==> config.mk <==
export PLATFORM = sky130hd
export DESIGN_NAME = bcd_seq_converter
export DESIGN_NICKNAME = d
export VERILOG_FILES = /design/src/rtl/bcd_pkg.sv /design/src/rtl/bcd_digit_adjust.sv /design/src/rtl/bcd_seq_converter.sv
export SDC_FILE = /design/constraint.sdc
export NUM_CORES = 1
export LEC_CHECK = 0
export ABC_AREA = 1
export CORE_UTILIZATION = 40
export DETAILED_ROUTE_END_ITERATION = 7
export GPL_TIMING_DRIVEN = 0
export PLACE_DENSITY = 0.65
export SLEW_MARGIN = 15
export SYNTH_ARGS = -nofsm -noshare
export SYNTH_HDL_FRONTEND = slang
export SYNTH_SLANG_ARGS = --single-unit
==> constraint.sdc <==
create_clock -name clk -period 2.9 [get_ports clk]
set_clock_uncertainty 0.15 [all_clocks]
set_input_delay 0.29 -clock clk [delete_from_list [all_inputs] [get_ports clk]]
set_output_delay 0.29 -clock clk [all_outputs]
set_load 0.01 [all_outputs]
==> src/rtl/bcd_pkg.sv <==
// Shared constants, state type and sizing helper for the sequential
// binary-to-BCD converter.
package bcd_pkg;

  localparam int         BCD_DIGIT_W    = 4;
  localparam logic [3:0] BCD_ADJ_THRESH = 4'd5;
  localparam logic [3:0] BCD_ADJ_ADD    = 4'd3;

  typedef enum logic [1:0] {
    IDLE,
    SHIFT,
    DONE
  } bcd_state_t;

  // Decimal digits of 2**bin_w - 1, i.e. floor(bin_w * log10(2)) + 1.
  function automatic int bcd_digits_needed(input int bin_w);
    return (bin_w * 30103) / 100000 + 1;
  endfunction

endpackage

==> src/rtl/bcd_digit_adjust.sv <==
// Double-dabble correction for one BCD digit: add 3 when the digit is 5 or
// more, keeping a 4-bit result.
module bcd_digit_adjust
  import bcd_pkg::*;
(
  input  logic [BCD_DIGIT_W-1:0] digit_in,
  output logic [BCD_DIGIT_W-1:0] digit_out
);

  always_comb begin
    digit_out = digit_in;
    if (digit_in >= BCD_ADJ_THRESH) begin
      digit_out = digit_in + BCD_ADJ_ADD;
    end
  end

endmodule

==> src/rtl/bcd_seq_converter.sv <==
// Iterative shift-add-3 binary-to-BCD converter, one input bit per clock,
// with valid/ready handshakes on both sides.
module bcd_seq_converter
  import bcd_pkg::*;
#(
  parameter int BIN_W      = 8,
  parameter int BCD_DIGITS = 3
) (
  input  logic                              clk,
  input  logic                              rst_n,
  input  logic                              in_valid,
  output logic                              in_ready,
  input  logic [BIN_W-1:0]                  in_bin,
  output logic                              out_valid,
  input  logic                              out_ready,
  output logic [BCD_DIGIT_W*BCD_DIGITS-1:0] out_bcd,
  output logic                              busy
);

  localparam int BCD_W = BCD_DIGIT_W * BCD_DIGITS;
  localparam int CNT_W = $clog2(BIN_W + 1);

  generate
    if (BIN_W < 1) begin : g_bad_bin_w
      $error("bcd_seq_converter: BIN_W must be at least 1");
    end
    if (BCD_DIGITS < bcd_digits_needed(BIN_W)) begin : g_bad_digits
      $error("bcd_seq_converter: BCD_DIGITS too small for BIN_W");
    end
  endgenerate

  bcd_state_t        state_q, state_d;
  logic [CNT_W-1:0]  cnt_q, cnt_d;
  logic [BIN_W-1:0]  bin_q, bin_d;
  logic [BCD_W-1:0]  bcd_q, bcd_d;
  logic [BCD_W-1:0]  bcd_adj;

  genvar gi;
  generate
    for (gi = 0; gi < BCD_DIGITS; gi++) begin : g_adj
      bcd_digit_adjust u_adj (
        .digit_in  (bcd_q[gi*BCD_DIGIT_W +: BCD_DIGIT_W]),
        .digit_out (bcd_adj[gi*BCD_DIGIT_W +: BCD_DIGIT_W])
      );
    end
  endgenerate

  always_ff @(posedge clk or negedge rst_n) begin
    if (!rst_n) begin
      state_q <= IDLE;
      cnt_q   <= '0;
      bin_q   <= '0;
      bcd_q   <= '0;
    end else begin
      state_q <= state_d;
      cnt_q   <= cnt_d;
      bin_q   <= bin_d;
      bcd_q   <= bcd_d;
    end
  end

  always_comb begin
    state_d = state_q;
    case (state_q)
      IDLE:    if (in_valid) state_d = SHIFT;
      SHIFT:   if (cnt_q == CNT_W'(1)) state_d = DONE;
      DONE:    if (out_ready) state_d = IDLE;
      default: state_d = IDLE;
    endcase
  end

  // Datapath: load on accept, then adjust-and-shift the joint register.
  always_comb begin
    cnt_d = cnt_q;
    bin_d = bin_q;
    bcd_d = bcd_q;
    if (state_q == IDLE && in_valid) begin
      bin_d = in_bin;
      bcd_d = '0;
      cnt_d = CNT_W'(BIN_W);
    end else if (state_q == SHIFT) begin
      {bcd_d, bin_d} = {bcd_adj[BCD_W-2:0], bin_q, 1'b0};
      cnt_d          = cnt_q - CNT_W'(1);
    end
  end

  always_comb begin
    in_ready  = (state_q == IDLE);
    out_valid = (state_q == DONE);
    busy      = (state_q != IDLE);
  end

  assign out_bcd = bcd_q;

endmodule
==> results_dict.tcl <==
set metrics [dict create \
    place_inst 248 \
    first_pass_iters 4 \
    met1_usage_pct 23.24 \
    fp.dieW_um 60.79 \
    p_seq_share_pct 34.0 \
    overflow 0 \
    drcViolationCount 0 \
    comb_power_share_pct 53.4 \
    cts_tree "done" \
    grt_pass1_vias 1181 \
    track_usage_pct 18.79 \
    ys_warn_count 0 \
    dpl.hpwl_um 2184 \
    synth_top_area_cell "dfrtp_1" \
    fin_total_pwr_mw 1.972 \
    cp_slowest_stage_delay_ns 0.58 \
    worst_setup_path_end_kind "output pin" \
    finalWirelength_um 2957 \
    cts_resized 0 \
    drive_gt1_share_pct 5.742 \
    syn_area_um2 1383 \
    globalplace.congestion 0.8369 \
    htreeDepth 1 \
    grtUsageMet3_pct 3.838 \
    synthTopCellsByCount "nand2_1 (67), dfrtp_1 (26), inv_1 (22)" \
    maxSlewHeadroom_pct 60.95 \
    regArea_um2 650.6 \
    grt_max_degree 27 \
    synth_most_common_cell "nand2_1" \
    busiest_layer "met2" \
    finalInstanceArea_um2 1755 \
    die_area_um2 3695 \
    placed_cell_area_um2 1693 \
    ys_seq_area_share_pct 47.06 \
    clk_path_buf_depth 2 \
    rrSetupSlack_ns 1.39 \
    rsz0062_at_grt "false" \
    yosys.area.top_type_share_pct 47.06 \
    r2r_start "out_bcd[4]" \
    cp.required_ns 2.46 \
    coreArea_um2 3153 \
    path_cells "nor2_1 -> clkdlybuf4s50_1" \
    status "finished, final reports clean" \
    grt_pass1_wl_um 5154 \
    finalSetupViolCount 0 \
    r2r-end "out_bcd[5]" \
    p_sw_uw 839.9 \
    crit_buf_inv 1 \
    swShare_pct 42.60 \
    synthArstFlopShare_pct 100.0 \
    fin_util_pct 55.67 \
    fmax_mhz 501.4 \
    antenna_left 0 \
    drt-initial-drc-count 76 \
    critical_path_class "reg -> out" \
    intPower_mw 1.132 \
    io_pins 27 \
    vdd_ir_drop_max_uv 586.3 \
    multi_input_area_um2 618.1 \
    syn_to_final_growth_pct 26.97 \
    tightest_slew_ns 0.5857 \
    synth-edff-count 0 \
    clk_pin_slew_worst_paths_ns 0.14 \
    insertion_delay_ns 0.32 \
    final_cells 253 \
    cts_buffers 3 \
    finalCriticalPeriod_ns 1.994 \
    crit_slowest_cell "clkdlybuf4s50_1" \
    diodes 0 \
    vias 1254 \
    wl_per_cell_um 11.69 \
    portBuffers 26 \
    setup_slack_ns 0.9056 \
    root_buffer "clkbuf_4" \
    reg2reg_depth 8 \
    fin_nets 230 \
    antenna_found_initial 0 \
    p_per_area_nw_per_um2 1123 \
    initial_core_util_pct 43.85 \
    slew_violations 0 \
    clkPwrFrac_pct 12.7 \
    leakagePower_nw 0.8745 \
    clock_sinks 26 \
    synth_cells 178 \
    synth.distinct_cells 20 \
    worst_ep_arrival_time_ns 1.55 \
    cp-start-kind "flop" \
    critical-path-top-delay-family "buffers and inverters" \
    synth_area_leaders "dfrtp_1 (47%), nand2_1 (18%), ha_1 (7.2%)" \
    die_y_um 60.79 \
    syn_nets 198 \
    viasPerCell 4.957 \
    num_rows 20 \
    fin_tns_setup_ns 0 \
    fill_cells 309 \
    finalHoldViolations 0 \
    cp_max_fo 5 \
    grt_use_met2_pct 34.85 \
    dp_slack_ns 1.174 \
    synth_flop_cell "dfrtp_1" \
    avgSynthCellArea_um2 7.767 \
    ys_ff_latch 26 \
    period_share_pct 68.77 \
    whs_ns 0.3330 \
    hold_class "in -> async" \
    cap_violations 0 \
]
-- timing repair --
| item | 4_1_cts | 5_1_grt |
|---|---|---|
| buffers inserted | 0 | 0 |
| hold endpoints to repair | 26 | 0 |
| hold buffers | 1 | 0 |
-- cell families after synthesis --
| group | synth area share, % |
|---|---|
| AO/OA/AOI/OAI | 7.421 |
| adder cells (fa/ha/maj) | 7.240 |
| buffers and inverters | 8.235 |
| flip-flops | 47.06 |
| XOR/XNOR | 0.6336 |
| AND/OR/NAND/NOR | 29.41 |
-- flip-flops by register name (all words and copies together), names as in the netlist --
name	cells
out_bcd	12
bin_q	8
cnt_q	4
state_q	2
-- area by class of cell --
| cell class | count | share of cell area (%) |
|---|---|---|
| clock buffers | 3 | 1.283 |
| multi-input cells | 125 | 35.21 |
| well taps | 44 | 3.136 |
| inverters | 24 | 5.132 |
| repair buffers | 27 | 15.11 |
| flip-flops and latches | 26 | 37.06 |
| plain buffers | 3 | 1.354 |
| clock inverters | 1 | 1.711 |
-- power groups by stage --
stage          logic [mW]  clock network, mW  registers [mW]
2_1_floorplan       0.665                  0           0.682
3_3_place_gp         1.02                  0           0.665
3_5_place_dp         1.06                  0           0.677
4_1_cts              1.06              0.257           0.669
5_1_grt              1.21              0.271           0.697
6_report             1.05              0.250           0.669
-- worst max-delay path by stage --
stage,end,start,slack (ns),depth (start not counted)
2_1_floorplan,out_bcd[5],out_bcd[4],1.53,8
3_3_place_gp,out_bcd[5],rst_n,1.02,1
3_5_place_dp,out_bcd[3],in_valid,1.17,4
4_1_cts,in_ready,state_q[0],0.89,2
5_1_grt,in_ready,state_q[0],0.81,2
6_report,in_ready,state_q[0],0.91,2
-- metal layers --
| layer | share of wire [%] | vias to the layer above |
|---|---|---|
| met3 | 5.0 | 2 |
| li1 | - | 629 |
| met5 | 0 | - |
| met2 | 50 | 40 |
| met1 | 45 | 583 |
| met4 | 0.34 | 0 |
-- layout by cell type (no fill, tap or decap) --
cell	synthesis	final
nand2_1	67	67
dfrtp_1	26	26
clkdlybuf4s50_1	0	25
inv_1	22	22
nand3_1	20	20
ha_1	8	8
o21ai_0	6	6
nor2_1	5	5
o22ai_1	5	5
a21oi_1	4	4
nand4_1	4	4
clkbuf_4	0	3
inv_2	2	2
buf_2	1	2
o21ai_2	1	1
nor3_1	1	1
nor2_2	1	1
buf_4	1	1
buf_6	1	1
o211ai_1	1	1
o21ai_1	1	1
xnor2_1	1	1
bufinv_16	0	1
dlygate4sd3_1	0	1
No activity file was read; power rests on OpenSTA's default activity.
